[config.mk]
export PLATFORM = sky130hd
export DESIGN_NAME = axis_arb_mux
export DESIGN_NICKNAME = d
export VERILOG_FILES = /design/src/rtl/axis_arb_mux.sv
export SDC_FILE = /design/constraint.sdc
export NUM_CORES = 1
export LEC_CHECK = 0
export BUFFER_PORTS_ARGS = -buffer_cell sky130_fd_sc_hd__buf_2
export CAP_MARGIN = 20
export CORE_MARGIN = 2
export CORE_UTILIZATION = 43
export DETAILED_ROUTE_END_ITERATION = 6
export PLACE_DENSITY_LB_ADDON = 0.05
export REMOVE_ABC_BUFFERS = 1
export SYNTH_ARGS = -nofsm -noshare
export SYNTH_HDL_FRONTEND = slang
export SYNTH_SLANG_ARGS = --single-unit
[constraint.sdc]
create_clock -name clk -period 2 [get_ports clk]
set_clock_uncertainty 0.1 [all_clocks]
set_input_delay 0.2 -clock clk [delete_from_list [all_inputs] [get_ports clk]]
set_output_delay 0.2 -clock clk [all_outputs]
set_load 0.02 [all_outputs]
[src/rtl/axis_arb_mux.sv]
// Packet-level round-robin AXI-Stream style mux: one arbitration bubble per packet,
// grant held until the last beat, and a two-entry (output + skid) register stage.
module axis_arb_mux #(
    parameter int  DATA_WIDTH = 64,
    parameter int  PORTS      = 4,
    localparam int SW         = (PORTS > 1) ? $clog2(PORTS) : 1
) (
    input  logic                        clk,
    input  logic                        rst_n,
    input  logic [PORTS-1:0]            i_valid,
    output logic [PORTS-1:0]            i_ready,
    input  logic [PORTS*DATA_WIDTH-1:0] i_data,
    input  logic [PORTS-1:0]            i_last,
    output logic                        o_valid,
    input  logic                        o_ready,
    output logic [DATA_WIDTH-1:0]       o_data,
    output logic                        o_last,
    output logic [SW-1:0]               o_src
);

    localparam int unsigned NP = PORTS;

    typedef enum logic {IDLE, LOCKED} state_t;

    state_t                state_q;
    logic [SW-1:0]         g_q;
    logic [SW-1:0]         p_q;
    logic [SW-1:0]         grant_d;
    logic [SW-1:0]         cand;
    logic                  found;

    logic                  ov_q;
    logic [DATA_WIDTH-1:0] od_q;
    logic                  ol_q;
    logic [SW-1:0]         os_q;
    logic                  sv_q;
    logic [DATA_WIDTH-1:0] sd_q;
    logic                  sl_q;
    logic [SW-1:0]         ss_q;

    logic                  accept;
    logic [DATA_WIDTH-1:0] beat_data;
    logic                  beat_last;

    // Round-robin search starting just after the last winner.
    always_comb begin
        grant_d = g_q;
        found   = 1'b0;
        cand    = '0;
        for (int unsigned k = 1; k <= NP; k++) begin
            cand = SW'((32'(p_q) + k) % NP);
            if (!found && i_valid[cand]) begin
                found   = 1'b1;
                grant_d = cand;
            end
        end
    end

    always_comb begin
        i_ready = '0;
        if (state_q == LOCKED && !sv_q) begin
            i_ready[g_q] = 1'b1;
        end
    end

    assign accept    = i_ready[g_q] & i_valid[g_q];
    assign beat_data = i_data[int'(g_q) * DATA_WIDTH +: DATA_WIDTH];
    assign beat_last = i_last[g_q];

    always_ff @(posedge clk or negedge rst_n) begin
        if (!rst_n) begin
            state_q <= IDLE;
            g_q     <= '0;
            p_q     <= SW'(PORTS - 1);
            ov_q    <= 1'b0;
            od_q    <= '0;
            ol_q    <= 1'b0;
            os_q    <= '0;
            sv_q    <= 1'b0;
            sd_q    <= '0;
            sl_q    <= 1'b0;
            ss_q    <= '0;
        end else begin
            case (state_q)
                IDLE: begin
                    if (|i_valid) begin
                        g_q     <= grant_d;
                        state_q <= LOCKED;
                    end
                end
                LOCKED: begin
                    if (accept && beat_last) begin
                        p_q     <= g_q;
                        state_q <= IDLE;
                    end
                end
                default: state_q <= IDLE;
            endcase

            // accept implies the skid stage is empty, so the two branches never collide.
            if (accept) begin
                if (!ov_q || o_ready) begin
                    ov_q <= 1'b1;
                    od_q <= beat_data;
                    ol_q <= beat_last;
                    os_q <= g_q;
                end else begin
                    sv_q <= 1'b1;
                    sd_q <= beat_data;
                    sl_q <= beat_last;
                    ss_q <= g_q;
                end
            end else if (ov_q && o_ready) begin
                if (sv_q) begin
                    od_q <= sd_q;
                    ol_q <= sl_q;
                    os_q <= ss_q;
                    sv_q <= 1'b0;
                end else begin
                    ov_q <= 1'b0;
                end
            end
        end
    end

    assign o_valid = ov_q;
    assign o_data  = od_q;
    assign o_last  = ol_q;
    assign o_src   = os_q;

endmodule

==> results.sh, run 1 <==
export IMPL_rows=48
export IMPL_grt_pass1_vias=6229
export IMPL_track_usage=0.221
export IMPL_drv_cap=0
export IMPL_arrival_ps=2210
export IMPL_layoutNonFillerInstCount=1096
export IMPL_relSlewSlack=0.680
export IMPL_violations="setup timing"
export IMPL_fp_dieH_um=138
export IMPL_fmax_ghz=0.498
export IMPL_cp_data_required_time_ps=2200
export IMPL_power_density_mw_per_mm2=1720
export IMPL_antenna_cells=0
export IMPL_areaGrowthSynthToFinish_pct=37.6
export IMPL_ant_nets=0
export IMPL_wl_per_cell_um=19.3
export IMPL_syn_avg_cell_area_um2=15.0
export IMPL_synthTopCellsByCount="dfrtp_1, mux4_2, or2_2"
export IMPL_hold_path_class="in -> reg"
export IMPL_boundaryPins=339
export IMPL_cts_clk_slew_worst_paths_ps=60
export IMPL_n_fill_cell=1432
export IMPL_grt_pass1_wl_um=32000
export IMPL_drive_gt1_frac=0.778
export IMPL_netlist_area_leader_share=0.453
export IMPL_max_stage_delay_ps=480
export IMPL_grt_max_degree=52
export IMPL_cts_made_buffers=17
export IMPL_drt_vias_per_instance=5.50
export IMPL_dieArea_mm2=0.0189
export IMPL_worstSetupEndpoint="sd_q[27]"
export IMPL_ys_seq_area_frac=0.460
export IMPL_critPathLaunchType="register"
export IMPL_initial_core_util=0.442
export IMPL_yosysWarnings=0
export IMPL_tightest_slew_ps=480
export IMPL_die_x_um=138
export IMPL_num_nets_final=1127
export IMPL_firstDrtPassIters=4
export IMPL_crit_start="g_q[1]"
export IMPL_drc_errors=0
export IMPL_period_share=1.00
export IMPL_io_buffer_count=338
export IMPL_r2r_end="sd_q[27]"
export IMPL_end_kind="register"
export IMPL_yosysTopAreaCell="dfrtp_1"
export IMPL_synth_edf_count=0
export IMPL_synth_ff_latch_count=141
export IMPL_slew_viol_final=0
export IMPL_cts_tree="yes"
export IMPL_yosysMostFrequentCell="dfrtp_1"
export IMPL_rrSetupSlack_ps=-7
export IMPL_place_congestion=0.745
export IMPL_path_class="reg -> reg"
export IMPL_dp_final_hpwl_um=15400
export IMPL_vias=6029
export IMPL_core_area_mm2=0.0174
export IMPL_path_max_fanout=22
export IMPL_dpl_cell_count=1061
export IMPL_period_minus_slack_ps=2010
export IMPL_timing_rr_start="g_q[1]"
export IMPL_outcome="finished, violations left"
export IMPL_ys_async_sr_fraction=1.00
export IMPL_htree_levels=4
export IMPL_ff2ff_path_depth=5
export IMPL_antenna_found_initial=0
export IMPL_rsz0062_at_grt="yes"
export IMPL_fin_ws_ps=-6.91
export IMPL_grt_overflow_total=0
export IMPL_worst_ir_drop_vdd_v=0.000797
export IMPL_path_cells="or3b_4 -> o2bb2ai_4 -> nand2_4 -> buf_12 -> mux2_4"
export IMPL_finalHoldViolCount=0
export IMPL_synth_ff_type="dfrtp_1"
export IMPL_hold_depth=4
export IMPL_drt_wl_total_um=21100
export IMPL_clockBufferDepth=2
export IMPL_clk_latency_ps=420
export IMPL_clock_root_buffer="clkbuf_16"
export IMPL_cpMaxStageDelayCell="dfrtp_4"
export IMPL_p_leak_uw=0.00488
export IMPL_syn_inst=513
export IMPL_pre_cts_ws_ps=8.46
export IMPL_setup_violations=10
export IMPL_synth_area_mm2=0.00767
export IMPL_drt_iter0_drc=305
export IMPL_synth_cell_types=37
export IMPL_cts_sinks=141
export IMPL_synthTopCellsByArea="dfrtp_1, mux4_2, o221a_2"
power breakdown:
part           internal (µW)  switching (µW)  total, µW
sequential              4390             798       5190
clock                   2260            1200       3470
combinational           5060            4440       9500
total                  11700            6450      18200
worst min path at each step:
stage,from,end
after floorplan,rst_n,g_q[0]
after global placement,rst_n,o_data[5]
after detailed placement,rst_n,o_data[35]
after CTS,i_valid[2],state_q
after global routing,i_data[154],sd_q[26]
final,i_valid[2],state_q
routing by layer:
layer | up-vias | wire length [µm] | track usage
li1 | 2719 | - | -
met1 | 3059 | 8490 | 0.270
met2 | 219 | 11000 | 0.392
met3 | 32 | 1190 | 0.0438
met4 | 0 | 401 | 0.0739
met5 | - | 0 | 0
cell usage in the layout, fill, tap and decap left out, types with 2 or more instances in the layout:
cell           netlist  final
a21oi_1              5      5
and3_1               2      2
buf_12               0      8
buf_16               0      2
buf_2               17    337
buf_4                5     19
buf_6                5      3
bufinv_16            0      5
clkbuf_16            0     19
clkbuf_8             0      2
clkinv_2             0      3
dfrtp_1            139    137
dfrtp_4              0      2
dfstp_2              2      2
dlygate4sd3_1        0      2
inv_1                7      7
mux2_2              42     42
mux2_4              30     30
mux2i_1              3      2
mux4_2              65     65
nand2_1              9      9
nor2_1               6      6
nor2b_1              2      2
o21ai_0              4      4
o221a_1              4      4
o221a_2             61     60
o22ai_1              5      5
or2_2               65     65
sequential cells by signal, indices dropped and copies added, names as in the netlist:
register	count
g_q	2
o_data	64
o_last	1
o_src	2
o_valid	1
p_q	2
sd_q	64
sl_q	1
ss_q	2
state_q	1
sv_q	1
layout make-up:
cell class	count	area, µm²	share of cell area
Tap cell	225	282	0.0267
Multi-Input combinational cell	319	3910	0.370
Clock buffer	19	453	0.0429
Clock inverter	11	190	0.0180
Timing Repair Buffer	374	2160	0.205
Inverter	7	26.3	0.00249
Sequential cell	141	3540	0.335
kinds of logic after synthesis:
kind of cell	count (synthesis)	synth area share
compound gates	88	0.119
buf+inv	53	0.0360
flops	141	0.460
mux	140	0.315
simple gates	91	0.0698
critical path: cells and delay by family (launching register included):
family	cells	cell delay, ps
AOI/OAI and AO/OA	1	230
DFF	1	480
and+or+nand+nor	2	550
muxes	1	310
buffers and inverters	1	210
timing repair:
item / in CTS / in global routing
hold buffers: 2 / 0
resized for setup: 1 / 8
endpoints found under the setup margin: 2 / 100
pin swaps: 0 / 2
buffers inserted: 0 / 1
endpoints found under the hold margin: 48 / 0
cloned: 0 / 2
through the flow:
step,instance area [µm²],total power [µW],util,hold WS (ps),TNS [ps]
CTS,10500,18100,0.603,103,0
floorplan,7420,11300,-,-196,-460690
finish,10600,18200,0.608,119,-27.5
global route,10600,19200,0.608,151,-1410
detailed placement,9790,14600,0.564,67.3,0
global placement,9790,14300,0.564,61.7,0
Power figures use the tool's default switching activity.
==> run 2, diff against run 1 <==
--- a/config.mk
+++ b/config.mk
@@ -11,4 +11,5 @@
 export CORE_UTILIZATION = 43
 export DETAILED_ROUTE_END_ITERATION = 6
+export GPL_ROUTABILITY_DRIVEN = 1
 export PLACE_DENSITY_LB_ADDON = 0.05
 export REMOVE_ABC_BUFFERS = 1
==> constraint.sdc (replaced) <==
create_clock -name clk -period 2 [get_ports clk]
set_clock_uncertainty 0.1 [all_clocks]
set_input_delay 0.2 -clock clk [delete_from_list [all_inputs] [get_ports clk]]
set_output_delay 0.2 -clock clk [all_outputs]
set_load 0.05 [all_outputs]
==> run 2 against run 1 <==
Effect of this change: fmax about the same; final area is 1.6% higher; worst hold slack improved by 23 ps; global-route usage up 0.26 points; critical path type unchanged; die area stayed put; the run still ends with setup timing left.
==> results.sh, run 2 (synthesis results as in run 1) <==
export IMPL_end_kind="register"
export IMPL_switchingPower_uw=8310
export IMPL_drt_iter0_drc=282
export IMPL_drive_gt1_frac=0.778
export IMPL_arrival_ps=2250
export IMPL_cts_tree="yes"
export IMPL_critPathLaunchType="register"
export IMPL_fmax_ghz=0.498
export IMPL_finalHoldViolCount=0
export IMPL_tightest_slew_ps=502
export IMPL_drc_errors=0
export IMPL_initial_core_util=0.442
export IMPL_cts_sinks=141
export IMPL_n_fill_cell=1453
export IMPL_io_buffer_count=338
export IMPL_outcome="finished, violations left"
export IMPL_cp_data_required_time_ps=2250
export IMPL_violations="setup timing"
export IMPL_power_density_mw_per_mm2=1910
export IMPL_wl_per_cell_um=19.9
export IMPL_clk_latency_ps=410
export IMPL_die_x_um=138
export IMPL_clkPwrFrac=0.177
export IMPL_boundaryPins=339
export IMPL_antenna_cells=0
export IMPL_dp_final_hpwl_um=15500
export IMPL_drt_wl_total_um=21900
export IMPL_switching_share=0.405
export IMPL_setup_violations=7
export IMPL_final_common_cell="buf_2"
export IMPL_period_minus_slack_ps=2010
export IMPL_place_congestion=0.746
export IMPL_slew_viol_final=0
export IMPL_fin_ws_ps=-6.08
export IMPL_drv_cap=0
export IMPL_clockBufferDepth=2
export IMPL_worst_ir_drop_vdd_v=0.00105
export IMPL_cts_made_buffers=17
export IMPL_rows=48
export IMPL_met3_length_um=1170
export IMPL_pre_cts_ws_ps=-14.2
export IMPL_fp_dieH_um=138
export IMPL_whs_ps=142
export IMPL_cts_clk_slew_worst_paths_ps=60
export IMPL_path_class="reg -> reg"
export IMPL_drt_vias_per_instance=5.45
export IMPL_vias=6006
export IMPL_combPwrFrac=0.569
export IMPL_grt_max_degree=52
export IMPL_htree_levels=4
export IMPL_antenna_found_initial=0
export IMPL_track_usage=0.224
export IMPL_final_seq_area_mm2=0.00354
export IMPL_top_layer_used="met4"
export IMPL_num_nets_final=1131
export IMPL_dieArea_mm2=0.0189
export IMPL_wl_met2_um=11700
export IMPL_setup_tns_final_ps=-25.7
export IMPL_power_internal_uw=12200
export IMPL_drt_met1_wl_um=8790
export IMPL_rsz0062_at_grt="yes"
export IMPL_hold_path_class="in -> reg"
export IMPL_grt_overflow_total=0
export IMPL_path_max_fanout=18
export IMPL_areaGrowthSynthToFinish_pct=39.8
export IMPL_relSlewSlack=0.665
export IMPL_ant_nets=0
export IMPL_layout_common_cells="buf_2, dfrtp_1, mux4_2, or2_2, o221a_2"
export IMPL_core_area_mm2=0.0174
export IMPL_period_share=1.00
export IMPL_multi_input_area_mm2=0.00393
export IMPL_clock_root_buffer="clkbuf_16"
export IMPL_grt_pass1_vias=6287
export IMPL_pwr_share_seq=0.254
export IMPL_placed_cell_area_mm2=0.00979
export IMPL_stdcell_area_mm2=0.0107
export IMPL_p_leak_uw=0.00494
export IMPL_firstDrtPassIters=4
export IMPL_grt_pass1_wl_um=32300
-- run 2: cell types whose count changed in the layout (fill, tap and decap cells not counted), sizes merged --
cell / delta
clkbuf: +7
clkinv: -3
buf: +1
bufinv: +1
-- run 2: power groups by stage --
stage / clock, µW / combinational [µW] / sequential [µW]
final: 3620 / 11700 / 5220
after global routing: 3820 / 12400 / 5390
after CTS: 3680 / 11100 / 5200
after detailed placement: 0 / 11100 / 5220
after global placement: 0 / 10800 / 5150
after floorplan: 0 / 5130 / 7810
-- run 2: worst paths after layout --
path,to,cells past startpoint,slack [ps],from
hold / removal,g_q[0],4,140,i_valid[2]
setup / recovery,o_data[54],6,-6,g_q[1]
hold reg to reg,sd_q[13],1,400,sd_q[13]
max in group asynchronous,p_q[0],3,910,rst_n
setup reg to reg,o_data[54],6,-6,g_q[1]
min in group asynchronous,o_data[5],2,200,rst_n
-- run 2: cell type report --
type	count	area share
tap	225	0.0262
timing repair buffer	378	0.212
clock inverter	9	0.0191
sequential	141	0.330
inverter	7	0.00245
multi-input combinational	319	0.366
clock buffer	23	0.0445
-- run 2: worst max-delay path, cell delays in order, from the launching register on --
cell	delay, ps
dfrtp_4	480
or3b_4	430
a2bb2oi_4	200
a21oi_4	170
buf_12	160
clkbuf_16	200
o221a_2	190
-- run 2: per-layer routing --
layer,global-route usage,up-vias
met5,0,-
met4,0.0687,0
met3,0.0353,18
met2,0.399,205
met1,0.279,3046
li1,-,2737
-- run 2: stage by stage --
stage          total power (µW)  instances  utilization
4_1_cts                   20000       1095        0.605
3_3_place_gp              15900       1061        0.564
6_report                  20500       1102        0.618
5_1_grt                   21600       1102        0.618
3_5_place_dp              16300       1061        0.564
2_1_floorplan             12900        467            -
-- run 2: repair_timing --
item | CTS | global route
buffers inserted | 0 | 3
hold buffers | 2 | 0
cloned | 0 | 4
setup endpoints to repair | 85 | 104
pin swaps | 1 | 1
endpoints found under the hold margin | 47 | 0
gates resized for setup | 4 | 18
==> run 3, diff against run 2 <==
REMOVE_ABC_BUFFERS = not set   (was 1)
TNS_END_PERCENT = 30   (was not set)
==> run 3 against run 2 <==
Effect of this change: the flow still finishes with violations (setup timing); worst hold slack worse by 8.1 ps; register-to-register slack worse by 20 ps; routed wire length decreased by 0.99%; flip-flop and latch count stayed put; setup slack worse by 23 ps; clock power decreased by 15%; die area stayed put; critical path type unchanged.
==> results.sh, run 3 (synthesis results as in run 1) <==
export IMPL_outcome="finished, violations left"
export IMPL_violations="setup timing"
export IMPL_finalHoldViolCount=0
export IMPL_p_leak_uw=0.00492
export IMPL_ant_nets=0
export IMPL_arrival_ps=2220
export IMPL_holdPathEnd="g_q[1]"
export IMPL_vias=6054
export IMPL_setup_violations=62
export IMPL_cpMaxStageDelayCell="dfrtp_4"
export IMPL_period_share=1.01
export IMPL_fin_ws_ps=-29.2
export IMPL_slew_viol_final=0
export IMPL_die_x_um=138
export IMPL_fp_dieH_um=138
export IMPL_r2r_end="o_data[33]"
export IMPL_max_stage_delay_ps=540
export IMPL_drive_gt1_frac=0.779
export IMPL_dp_final_hpwl_um=15600
export IMPL_power_density_mw_per_mm2=1870
export IMPL_htree_levels=4
export IMPL_cts_sinks=141
export IMPL_ff2ff_path_depth=6
export IMPL_antenna_found_initial=2
export IMPL_syn_nets=780
export IMPL_cts_tree="yes"
export IMPL_areaGrowthSynthToFinish_pct=39.3
export IMPL_cp_top_family="compound AO/OA/AOI/OAI gates"
export IMPL_drt_vias_per_instance=5.49
export IMPL_final_common_cell="buf_2"
export IMPL_worst_ir_drop_vdd_v=0.000827
export IMPL_hold_path_class="in -> reg"
export IMPL_tightest_slew_ps=625
export IMPL_cp_data_required_time_ps=2200
export IMPL_relSlewSlack=0.584
export IMPL_rows=48
export IMPL_n_fill_cell=1386
export IMPL_num_nets_final=1129
export IMPL_drt_wl_total_um=21700
export IMPL_layout_common_cells="buf_2, dfrtp_1, mux4_2, or2_2, o221a_2"
export IMPL_boundaryPins=339
export IMPL_grt_overflow_total=0
export IMPL_grt_pass1_wl_um=32200
export IMPL_track_usage=0.223
export IMPL_drt_iter0_drc=280
export IMPL_io_buffer_count=338
export IMPL_fmax_ghz=0.493
export IMPL_final_util=0.616
export IMPL_cts_made_buffers=17
export IMPL_firstDrtPassIters=4
export IMPL_rrSetupSlack_ps=-30
export IMPL_rsz0062_at_grt="yes"
export IMPL_initial_core_util=0.442
export IMPL_drv_cap=0
export IMPL_pre_cts_ws_ps=-19.7
export IMPL_whs_ps=134
export IMPL_path_class="reg -> reg"
export IMPL_clock_root_buffer="clkbuf_16"
export IMPL_timing_rr_start="g_q[0]"
export IMPL_dpl_cell_count=1057
export IMPL_path_cells="mux2_4 -> a2bb2oi_2 -> a21oi_4 -> buf_12 -> clkbuf_16 -> o221a_2"
export IMPL_place_congestion=0.788
export IMPL_period_minus_slack_ps=2030
export IMPL_drc_errors=0
export IMPL_hold_depth=3
export IMPL_clk_latency_ps=410
export IMPL_wl_per_cell_um=19.7
export IMPL_cts_clk_slew_worst_paths_ps=60
export IMPL_path_max_fanout=17
export IMPL_clockBufferDepth=2
export IMPL_critPathBufInv=2
export IMPL_end_kind="register"
export IMPL_grt_max_degree=65
export IMPL_layoutNonFillerInstCount=1102
export IMPL_core_area_mm2=0.0174
export IMPL_critPathLaunchType="register"
export IMPL_setup_tns_final_ps=-863
export IMPL_worstHoldStart="i_valid[1]"
export IMPL_grt_pass1_vias=6419
export IMPL_dieArea_mm2=0.0189
==> run 3: cell count changes in the layout (fill, tap and decap cells not counted), moves of 2 or more <==
cell / change
buf_12: +6
buf_4: -6
o221a_2: -6
o221a_4: +6
bufinv_16: -4
clkinv_2: +4
clkinvlp_4: +4
clkbuf_8: -3
clkbuf_1: -2
diode_2: +2
==> run 3: worst max-delay path by stage <==
stage / endpoint / slack [ps] / start / cells after the start
global route: o_last / -100 / g_q[0] / 7
detailed placement: o_data[48] / -20 / g_q[1] / 5
finish: o_data[33] / -30 / g_q[0] / 6
global placement: o_data[54] / 40 / g_q[1] / 5
CTS: i_ready[0] / -10 / g_q[0] / 3
floorplan: i_ready[1] / -40 / g_q[0] / 4
==> run 3: worst min-delay path, delay by kind of cell <==
kind,cells,cell delay [ps]
and+or+nand+nor,1,100
AOI/OAI and AO/OA,1,160
buffers and inverters,1,140
==> run 3: what timing repair did <==
item                                    4_1_cts  5_1_grt
gates resized for setup                      16        8
cloned                                        1        3
buffers inserted                              3        2
pin swaps                                     1        8
endpoints found under the hold margin        58        0
endpoints found under the setup margin       80      133
hold buffers                                  2        0
==> run 3: stage by stage <==
stage | instance area [µm²] | total power [µW]
2_1_floorplan | 7690 | 13400
3_3_place_gp | 9800 | 15900
3_5_place_dp | 9800 | 16200
4_1_cts | 10500 | 19700
5_1_grt | 10700 | 21100
6_report | 10700 | 20000
==> run 3: layer usage <==
layer  vias to the layer above  track usage  part of all wire
met5                         -            0                 0
met4                         0       0.0693             0.012
met3                        22       0.0478             0.068
met2                       238        0.409              0.54
met1                      3056        0.260              0.38
li1                       2738            -                 -
==> run 3: area by class of cell <==
cell class,count,area [µm²],area share
multi-input combinational,319,3960,0.371
sequential,141,3540,0.331
timing repair buffer,376,2300,0.215
clock buffer,18,429,0.0401
tap,225,282,0.0263
clock inverter,14,145,0.0136
inverter,7,30.0,0.00281
antenna,2,5.00,0.000468
==> run 3: power by group <==
| part | internal [µW] | total, µW | switching, µW |
|---|---|---|---|
| Sequential | 4390 | 5230 | 839 |
| Combinational | 5440 | 11700 | 6240 |
| Clock | 1840 | 3090 | 1250 |
| Total | 11700 | 20000 | 8330 |
